File: config.mk
export PLATFORM = sky130hd
export DESIGN_NAME = uart_rx_edge_sampler
export DESIGN_NICKNAME = d
export VERILOG_FILES = /design/src/rtl/uart_rx_edge_sampler.sv
export SDC_FILE = /design/constraint.sdc
export NUM_CORES = 1
export LEC_CHECK = 0
export ABC_CLOCK_PERIOD_IN_PS = 2400
export BUFFER_PORTS_ARGS = -buffer_cell sky130_fd_sc_hd__buf_2
export CAP_MARGIN = 5
export CORE_UTILIZATION = 45
export CTS_CLUSTER_SIZE = 24
export DETAILED_ROUTE_END_ITERATION = 10
export PLACE_DENSITY = 0.69
export SLEW_MARGIN = 10
export SYNTH_ARGS = -nofsm -noshare
export SYNTH_HDL_FRONTEND = slang
export SYNTH_SLANG_ARGS = --single-unit
File: constraint.sdc
create_clock -name clk -period 2.4 [get_ports clk]
set_clock_uncertainty 0.05 [all_clocks]
set_input_delay 0.12 -clock clk [delete_from_list [all_inputs] [get_ports clk]]
set_output_delay 0.12 -clock clk [all_outputs]
set_load 0.05 [all_outputs]
File: src/rtl/uart_rx_edge_sampler.sv
// UART receive front end: RX_IN synchroniser, per-bit edge counter, frame bit
// counter and a three-point majority sampler around the middle of each bit.
module uart_rx_edge_sampler #(
  parameter int SYNC_STAGES = 2,
  parameter int PRESCALE_W  = 6,
  parameter int EDGE_W      = 5,
  parameter int BIT_W       = 4
) (
  input  logic                  clk,
  input  logic                  RST,
  input  logic                  RX_IN,
  input  logic [PRESCALE_W-1:0] prescale,
  input  logic                  counter_en,
  input  logic                  data_samp_en,
  output logic                  rx_sync,
  output logic [EDGE_W-1:0]     edge_cnt,
  output logic [BIT_W-1:0]      bit_cnt,
  output logic                  sampled_bit,
  output logic                  sample_valid
);

  localparam int CW = 8;
  localparam logic [BIT_W-1:0] BIT_MAX = '1;

  logic [SYNC_STAGES-1:0] sync_q, sync_d;
  logic [EDGE_W-1:0]      edge_cnt_q, edge_cnt_d;
  logic [BIT_W-1:0]       bit_cnt_q, bit_cnt_d;
  logic                   s0_q, s0_d;
  logic                   s1_q, s1_d;
  logic                   have_s0_q, have_s0_d;
  logic                   have_s1_q, have_s1_d;
  logic                   hit_sat_q, hit_sat_d;
  logic                   sampled_bit_q, sampled_bit_d;
  logic                   sample_valid_q, sample_valid_d;

  logic [CW-1:0] ps_ext, p_eff, p_last, mid, edge_ext;
  logic          at_last, at_s0, at_s1, at_s2, fire;

  assign rx_sync      = sync_q[SYNC_STAGES-1];
  assign edge_cnt     = edge_cnt_q;
  assign bit_cnt      = bit_cnt_q;
  assign sampled_bit  = sampled_bit_q;
  assign sample_valid = sample_valid_q;

  // Out-of-range prescale values are clamped into 4..32.
  always_comb begin
    ps_ext = CW'(prescale);
    if (ps_ext < CW'(4))       p_eff = CW'(4);
    else if (ps_ext > CW'(32)) p_eff = CW'(32);
    else                       p_eff = ps_ext;
    p_last   = p_eff - CW'(1);
    mid      = p_eff >> 1;
    edge_ext = CW'(edge_cnt_q);
    at_last  = (edge_ext >= p_last);
    at_s0    = (edge_ext == mid - CW'(1));
    at_s1    = (edge_ext == mid);
    at_s2    = (edge_ext == mid + CW'(1));
  end

  always_comb begin
    sync_d = {sync_q[SYNC_STAGES-2:0], RX_IN};
  end

  always_comb begin
    edge_cnt_d = edge_cnt_q;
    bit_cnt_d  = bit_cnt_q;
    if (!counter_en) begin
      edge_cnt_d = '0;
      bit_cnt_d  = '0;
    end else if (at_last) begin
      edge_cnt_d = '0;
      if (bit_cnt_q != BIT_MAX) bit_cnt_d = bit_cnt_q + BIT_W'(1);
    end else begin
      edge_cnt_d = edge_cnt_q + EDGE_W'(1);
    end
  end

  // The third sample is rx_sync itself at mid+1; it goes straight into the vote.
  // hit_sat_q keeps the saturated bit_cnt value from producing a second pulse.
  always_comb begin
    fire = counter_en & data_samp_en & at_s2 & have_s1_q &
           ~((bit_cnt_q == BIT_MAX) & hit_sat_q);
    s0_d           = s0_q;
    s1_d           = s1_q;
    have_s0_d      = have_s0_q;
    have_s1_d      = have_s1_q;
    hit_sat_d      = hit_sat_q;
    sampled_bit_d  = sampled_bit_q;
    sample_valid_d = 1'b0;
    if (!counter_en) begin
      have_s0_d = 1'b0;
      have_s1_d = 1'b0;
      hit_sat_d = 1'b0;
    end else begin
      if (at_s0) begin
        have_s0_d = data_samp_en;
        if (data_samp_en) s0_d = rx_sync;
      end
      if (at_s1) begin
        have_s1_d = data_samp_en & have_s0_q;
        if (data_samp_en) s1_d = rx_sync;
      end
      if (fire) begin
        sampled_bit_d  = (s0_q & s1_q) | (s0_q & rx_sync) | (s1_q & rx_sync);
        sample_valid_d = 1'b1;
        if (bit_cnt_q == BIT_MAX) hit_sat_d = 1'b1;
      end
    end
  end

  always_ff @(posedge clk) begin
    if (RST) begin
      sync_q         <= '1;
      edge_cnt_q     <= '0;
      bit_cnt_q      <= '0;
      s0_q           <= 1'b0;
      s1_q           <= 1'b0;
      have_s0_q      <= 1'b0;
      have_s1_q      <= 1'b0;
      hit_sat_q      <= 1'b0;
      sampled_bit_q  <= 1'b0;
      sample_valid_q <= 1'b0;
    end else begin
      sync_q         <= sync_d;
      edge_cnt_q     <= edge_cnt_d;
      bit_cnt_q      <= bit_cnt_d;
      s0_q           <= s0_d;
      s1_q           <= s1_d;
      have_s0_q      <= have_s0_d;
      have_s1_q      <= have_s1_d;
      hit_sat_q      <= hit_sat_d;
      sampled_bit_q  <= sampled_bit_d;
      sample_valid_q <= sample_valid_d;
    end
  end

endmodule

# Yosys cells after proc, flatten, opt, wreduce, memory -nomap -nowiden
# Cells that the tools add are included.
[totals]
regBits = 18
latch_bits = 0
ramBits = 0
rom_bits = 0
in_bits = 11
wordCells = 46
n_memories = 0
[op_classes]
addsub = 5
n_mul = 0
div = 0
order_cmp = 3
n_eq_ne = 5
shift = 0
muxes = 3
bitwise = 13
reduce_logical = 7
[ops]
columns = ["cell", "n"]
rows = [
  ["$eq A5 B8 Y1", 2],
  ["$and A1 B1 Y1", 9],
  ["$add A7 B1 Y8 const B", 1],
  ["$ge A5 B8 Y1", 1],
  ["$mux W8", 1],
  ["$sub A7 B1 Y8 const B", 1],
  ["$sub A8 B1 Y8 const B", 1],
  ["$eq A5 B7 Y1", 1],
  ["$gt A6 B6 Y1 const B", 1],
  ["$lt A6 B3 Y1 const B", 1],
  ["$mux W6", 1],
  ["$reduce_and A2 Y1", 3],
  ["$reduce_and A3 Y1", 2],
  ["$add A5 B1 Y5 const B", 1],
  ["$add A4 B1 Y4 const B", 1],
  ["$eq A4 B4 Y1 const B", 1],
  ["$ne A4 B4 Y1 const B", 1],
  ["$reduce_or A3 Y1", 1],
  ["$not A1 Y1", 2],
  ["$or A1 B1 Y1", 2],
  ["$reduce_or A2 Y1", 1],
  ["$mux W1", 1],
]

# Logic depth before layout (Yosys ltp)
# Gate-level depths: netlist (run 1).
[logic_depth]
depth_word = 9
depth_mapped = 15

# Worst setup path before layout (run 1)
# Ideal clock, no wire load.
[synth_timing]
path_kind = "input to register"
from = "input prescale[4]"
to = "register bit_cnt_q[3] (netlist: bit_cnt[3])"
setup_ns = 0.143
arrival_ns = 2.371
t_required_ns = 2.207
slack_ns = -0.164
stages = 14
path_buffers = 3
cell_sequence = "buf_2 nor2_2 o21a_1 inv_1 ha_1 clkbuf_1 a31oi_1 xnor2_1 ha_1 a31oi_1 or3_1 clkbuf_1 o211ai_1 o41ai_1"
[synth_via]
elab_chain_len = 6
word_cells_on_any_way = 7
classes_between = "add/sub (1); order compare (3); mux (2); reduce/logical (1)"
[synth_rtl]
columns = ["element", "line_no", "source"]
rows = [
  ["start, declared", "12", "input logic [PRESCALE_W-1:0] prescale,"],
  ["$gt A6 B6 Y1", "49", "else if (ps_ext > CW'(32)) p_eff = CW'(32);"],
  ["$mux W6", "49", ""],
  ["$mux W8 *", "48", "if (ps_ext < CW'(4)) p_eff = CW'(4);"],
  ["$sub A8 B1 Y8 *", "51", "p_last = p_eff - CW'(1);"],
  ["$ge A5 B8 Y1 *", "54", "at_last = (edge_ext >= p_last);"],
  ["$reduce_and A2 Y1 (no source line) *", "-", ""],
  ["end signal, assigned", "126", "bit_cnt_q <= bit_cnt_d;"],
  ["end, declared", "27", "logic [BIT_W-1:0] bit_cnt_q, bit_cnt_d;"],
]
# Every way passes the cells marked *; elsewhere a longest branch is shown, timed or not.
# A chain may end at the register's enable or synchronous reset.

# Worst setup path in the final report (run 1)
[layout_timing]
from = "input prescale[4]"
to = "register bit_cnt_q[1] (netlist: bit_cnt[1])"
# Same word-level chain as after synthesis.

==> results of run 1 <==
[sequential cells by signal, indices dropped and copies added (netlist names)]
signal        count
bit_cnt           4
sync_q            2
hit_sat_q         1
have_s0_q         1
s0_q              1
edge_cnt          5
sample_valid      1
s1_q              1
sampled_bit       1
have_s1_q         1
[metrics by stage]
step	std cells	setup slack [ps]	area [µm²]	util, %
2_1_floorplan	157	8.78	1380	-
3_3_place_gp	218	-31.0	1600	57.4
3_5_place_dp	218	-92.8	1600	57.4
4_1_cts	223	207	1640	59.1
5_1_grt	223	35.8	1650	59.2
6_report	223	255	1650	59.2
[layer usage]
metal,wire length [µm],track usage [%],vias up
met3,126,4.38,11
met1,1380,28.5,581
met5,0,0,-
li1,-,-,623
met2,1450,33.6,35
met4,93,12.5,0
[placed cells by master (no fill, tap or decap), drive strengths merged, types with 2 or more instances in the layout]
cell type | Yosys | routed
a21oi | 5 | 5
a22o | 2 | 2
a22oi | 2 | 2
a31oi | 5 | 5
and2b | 2 | 2
and3 | 3 | 3
buf | 5 | 39
clkbuf | 4 | 4
dfxtp | 18 | 18
ha | 11 | 11
inv | 5 | 5
mux2i | 4 | 4
nand2 | 11 | 11
nand2b | 3 | 3
nand3 | 6 | 6
nand4 | 4 | 4
nor2 | 17 | 17
nor2b | 5 | 5
nor3 | 2 | 2
o211ai | 2 | 2
o21ai | 7 | 7
o41ai | 2 | 2
or2 | 3 | 3
xnor2 | 8 | 8
xor2 | 8 | 8
[worst max path at each step]
stage	startpoint	endpoint	slack (ps)	cells past startpoint
finish	prescale[4]	bit_cnt[1]$_SDFFE_PP0P_	260	14
global route	prescale[4]	bit_cnt[1]$_SDFFE_PP0P_	40	14
CTS	prescale[4]	bit_cnt[1]$_SDFFE_PP0P_	210	14
detailed placement	prescale[4]	bit_cnt[1]$_SDFFE_PP0P_	-90	14
global placement	prescale[4]	bit_cnt[1]$_SDFFE_PP0P_	-30	14
floorplan	prescale[4]	bit_cnt[3]$_SDFFE_PP0P_	9	14
[final cells by class]
| type | count | area share [%] |
|---|---|---|
| timing repair buffer | 40 | 15.0 |
| tap | 31 | 2.35 |
| multi-input combinational | 124 | 56.9 |
| inverter | 6 | 1.67 |
| clock buffer | 4 | 2.20 |
| sequential | 18 | 21.9 |
[power by group through the flow]
stage          combinational (mW)  sequential, mW  clock [mW]
2_1_floorplan               0.111           0.323           0
3_3_place_gp                0.172           0.314           0
3_5_place_dp                0.177           0.314           0
4_1_cts                     0.179           0.307       0.200
5_1_grt                     0.199           0.308       0.216
6_report                    0.179           0.307       0.197
[cells by family (layout without fill, tap and decap cells)]
logic type	after synthesis	after routing	share of synthesized area, %
AOI/OAI and AO/OA	31	31	16.2
xor gates and xnor gates	16	16	11.8
adders and majority gates	12	12	11.0
buffers and inverters	15	50	5.22
DFF	18	18	26.8
muxes	4	4	2.98
and+or+nand+nor	61	61	25.9
[critical path: stages]
cell and delay, ps:
buf_2 120, nor3_2 230, nor2_4 70, nand2_1 90, ha_1 200, nand2_1 60
and3_1 180, a21oi_1 130, ha_1 260, a21o_1 180, a31oi_1 200, or3_4 190
mux2i_1 220, nor2_1 60
[timing repair]
item | 4_1_cts | 5_1_grt
buffers inserted | 0 | 0
endpoints found under the hold margin | 1 | 0
hold buffers | 1 | 0
gates resized for setup | 0 | 1
endpoints found under the setup margin | 0 | 1
==> impl_metrics.csv, run 1 <==
group,metric,value,unit
global_routing,grt_pass1_wl,5.46,mm
logic_synthesis,post-synth-top-area-cell,"dfxtp_1",
layout,seq_area,360,µm²
power,seq_power_share,45.0,%
layout,antennaDiodeCount,0,
hold_path,hold_path_depth,2,
global_routing,grt_usage,22.0,%
clock_network,clk_path_buf_depth,2,
logic_synthesis,synth.most_common_cell,"dfxtp_1",
detailed_routing,drtAntennaViolNets,0,
clock_network,ctsRootBufferMaster,"clkbuf_4",
detailed_routing,wire_per_inst,13.7,µm
logic_synthesis,synth_cell_type_count,46,
detailed_routing,wl,3.05,mm
die,die_area,3210,µm²
critical_path,rr_worst_depth,6,
power,power_leakage,0.762,nW
power,pwr-share-clk,28.8,%
critical_path,r2r-start,"edge_cnt[4]$_SDFF_PP0_",
hold_path,min_to,"sampled_bit$_SDFFE_PP0P_",
sta,hold_viol,0,
logic_synthesis,synth_nets,179,
sta,max_freq,0.466,GHz
die,core,2780,µm²
clock_network,clk_latency,310,ps
global_routing,globalRouteOverflowTotal,0,
power,ir_drop,0.286,mV
logic_synthesis,ys_seq_elements,18,
hold_path,timing.hold.worst.class,"in2reg",
hold_path,hp-start,"RST",
clock_network,clkTransAtPathRegs,100,ps
sta,setup_tns,0,ps
sta,rsz0062_at_grt,"no",
global_routing,grt_max_degree,15,
sta,slew_headroom,59.8,%
layout,area_delta_synth_final,22.7,%
die,start_util,48.3,%
power,p_sw_share,30.3,%
critical_path,rrSetupSlack,390,ps
detailed_routing,viasPerCell,5.61,
critical_path,r2r-end,"bit_cnt[1]$_SDFFE_PP0P_",
power,p_int,0.476,mW
sta,period_needed,2140,ps
global_routing,antenna_found_initial,0,
job,maxCapViolations,0,
logic_synthesis,synthTopCellsByCount,"dfxtp_1, nor2_1, ha_1",
place,dp_hpwl,2.40,mm
global_routing,grt_pass1_vias,1209,
logic_synthesis,synth_flop_cell,"dfxtp_1",
sta,min_period_over_period,89.4,%
power,p_sw,0.207,mW
layout,fillCellCount,250,
logic_synthesis,avgSynthCellArea,8.55,µm²
logic_synthesis,synthCells,157,
place,portBuffers,22,
layout,layout.nets,215,
sta,final_max_slew_viol_count,0,
logic_synthesis,synth_edf_count,0,
detailed_routing,drc_errors,0,
clock_network,cts_buffers,3,
logic_synthesis,syn_area,1340,µm²
place,gp_congestion,0.830,
logic_synthesis,ys_seq_area_share,26.8,%
layout,multiInputGateArea,937,µm²
power,combPwrFrac,26.2,%
detailed_routing,vias,1250,
status,status,"completed",
critical_path,path_class,"in2reg",
clock_network,clock-sinks,18,
critical_path,cp-start-kind,"input port",
logic_synthesis,synth_top_area_share,26.8,%
die,die_w,56.6,µm
clock_network,h-tree-depth,1,
die,fp-row-count,19,
sta,setup_viol,0,
layout,drive_gt1_share,30.2,%
critical_path,arrival,2300,ps
logic_synthesis,yosysWarningCount,0,
die,ios,23,
logic_synthesis,async_flop_share,0,%
critical_path,critPathCaptureType,"register",
detailed_routing,firstDrtPassIters,4,
logic_synthesis,synth.area.top_cells,"dfxtp_1, ha_1, xor2_1",
die,die_h,56.6,µm
critical_path,critPathMaxFanout,4,
sta,worst_pin_slew,602,ps
clock_network,cts_tree,"built",
sta,whs,15.7,ps
critical_path,required,2560,ps
power,totalPowerFinal,0.683,mW
detailed_routing,drtIter0Drc,62,
power,power.density,415,nW/µm²
Note: power is estimated with default switching activity, not from simulation.
==> run 2, diff against run 1 <==
--- a/config.mk
+++ b/config.mk
@@ -5,9 +5,9 @@
 export SDC_FILE = /design/constraint.sdc
 export NUM_CORES = 1
 export LEC_CHECK = 0
+export ABC_AREA = 1
 export ABC_CLOCK_PERIOD_IN_PS = 2400
 export BUFFER_PORTS_ARGS = -buffer_cell sky130_fd_sc_hd__buf_2
-export CAP_MARGIN = 5
 export CORE_UTILIZATION = 45
 export CTS_CLUSTER_SIZE = 24
 export DETAILED_ROUTE_END_ITERATION = 10
==> run 2 against run 1 <==
  * Maximum frequency grew 7.9%
  * Worst setup slack gained 160 ps
  * Cell count grew 14%
  * Largest cell class unchanged
==> impl_metrics.csv, run 2 <==
group,metric,value,unit
logic_synthesis,yosysWarningCount,0,
critical_path,critPathCaptureType,"register",
clock_network,cts_tree,"built",
place,dp_hpwl,2.17,mm
sta,period_needed,1990,ps
logic_synthesis,async_flop_share,0,%
sta,slew_headroom,76.8,%
hold_path,hp-start,"data_samp_en",
die,die_w,56.8,µm
logic_synthesis,synth_edf_count,0,
logic_synthesis,ys_seq_area_share,26.6,%
die,die_area,3230,µm²
logic_synthesis,avgSynthCellArea,6.90,µm²
clock_network,clk_path_buf_depth,2,
logic_synthesis,ys_seq_elements,18,
clock_network,cts_setup_buffers,0,
die,start_util,48.2,%
place,place_inst,248,
job,maxCapViolations,0,
logic_synthesis,synth_cell_type_count,27,
critical_path,critPathMaxFanout,8,
critical_path,cp-start-kind,"input port",
sta,worst_pin_slew,348,ps
global_routing,grt_pass1_vias,1155,
sta,min_period_over_period,82.9,%
layout,antennaDiodeCount,0,
clock_network,cts_buffers,3,
sta,hold_viol,0,
clock_network,h-tree-depth,1,
sta,setup_viol,0,
clock_network,ctsRootBufferMaster,"clkbuf_4",
detailed_routing,wl,2.70,mm
global_routing,grt_usage,18.7,%
clock_network,clk_latency,290,ps
sta,worst_slack,412,ps
detailed_routing,drc_errors,0,
place,gp_congestion,0.959,
power,power.density,417,nW/µm²
detailed_routing,drtAntennaViolNets,0,
logic_synthesis,syn_area,1350,µm²
power,power_leakage,0.817,nW
logic_synthesis,post-synth-top-area-cell,"dfxtp_1",
global_routing,globalRouteOverflowTotal,0,
detailed_routing,firstDrtPassIters,4,
critical_path,arrival,2170,ps
layout,layout.nets,246,
clock_network,clkTransAtPathRegs,100,ps
die,die_h,56.8,µm
hold_path,timing.hold.worst.class,"in2reg",
layout,area_delta_synth_final,14.5,%
power,ir_drop,0.375,mV
place,dp_slack,114,ps
critical_path,path_class,"in2reg",
layout,drive_gt1_share,20.6,%
die,core,2810,µm²
global_routing,grt_max_degree,11,
detailed_routing,drtIter0Drc,36,
sta,max_freq,0.503,GHz
detailed_routing,viasPerCell,5.00,
sta,rsz0062_at_grt,"no",
detailed_routing,wire_per_inst,10.6,µm
layout,final_cell_area,1550,µm²
logic_synthesis,synth_top_area_share,26.6,%
logic_synthesis,synth.area.top_cells,"dfxtp_1, nand2_1, ha_1",
global_routing,grt_pass1_wl,4.76,mm
logic_synthesis,synth.most_common_cell,"nand2_1",
critical_path,r2r-start,"edge_cnt[0]$_SDFF_PP0_",
layout,final_cell_mix,"nand2_1, inv_1, buf_2",
sta,final_max_slew_viol_count,0,
detailed_routing,vias,1270,
logic_synthesis,synthCells,196,
critical_path,required,2580,ps
logic_synthesis,synth_flop_cell,"dfxtp_1",
critical_path,crit_start,"prescale[5]",
place,post_dp_cell_area,1490,µm²
clock_network,cts_resized,0,
clock_network,clock-sinks,18,
status,status,"completed",
die,fp-row-count,19,
logic_synthesis,synthTopCellsByCount,"nand2_1, inv_1, nor2_1",
layout,finalNonFillerCells,254,
layout,layout_commonest_cell,"nand2_1",
layout,largest_reg_flops,5,
die,ios,23,
power,totalPowerFinal,0.647,mW
place,portBuffers,22,
global_routing,antenna_found_initial,0,
logic_synthesis,synth_nets,218,
sta,setup_tns,0,ps
[run 2: metrics by stage]
step / hold slack (ps) / util, %
final: 48.3 / 55.2
after global routing: 55.8 / 55.2
after CTS: 38.8 / 55.2
after detailed placement: 256 / 53.2
after global placement: 252 / 53.2
after floorplan: 139 / -
[run 2: worst paths after layout]
| check | end | slack [ps] | cells after the start |
|---|---|---|---|
| max | edge_cnt[2]$_SDFF_PP0_ | 410 | 16 |
| min | have_s0_q$_SDFFE_PP0N_ | 50 | 3 |
| max reg2reg | edge_cnt[2]$_SDFF_PP0_ | 690 | 15 |
| min reg2reg | sync_q[1]$_SDFF_PP1_ | 370 | 1 |
[run 2: cell type report]
class,count,area (µm²)
fillers,303,1260
multi-input cells,148,868
flip-flops and latches,18,360
repair buffers,25,138
inverters,28,108
well taps,31,38.8
clock buffers,4,36.3
[run 2: metal layers]
layer	track usage [%]	routed length (µm)	vias up
met1	22.7	1320	572
met5	0	0	-
met4	4.18	10	0
met2	33.3	1300	21
met3	4.38	74	2
li1	-	-	675
[run 2: logic make-up after synthesis]
family	Yosys count	share of synthesized area (%)
DFF	18	26.6
AOI/OAI and AO/OA	16	6.38
buffers and inverters	30	9.16
xor gates and xnor gates	13	8.97
adders and majority gates	12	10.9
and+or+nand+nor	107	37.9
[run 2: what timing repair did]
item / in CTS / in global routing
hold buffers: 2 / 0
hold endpoints to repair: 3 / 0
setup endpoints to repair: 0 / 0
[run 2: worst max-delay path, cell delays in order]
cell and delay (ps):
buf_2 170, nor2_1 230, nand2_2 160, ha_1 260, xor2_1 170, inv_1 60, ha_1 270, nand2_1 70
nand2_1 50, nand2_1 50, nand2_1 40, nand2_1 50, nand2_1 110, nand2_1 90, nand2_1 120, a21oi_1 140
[run 2: power by group]
group	switching (mW)	leakage, nW	internal, mW	total, mW
registers	0.00328	0.146	0.303	0.306
logic	0.100	0.650	0.0547	0.155
clock network	0.0929	0.0210	0.0925	0.185
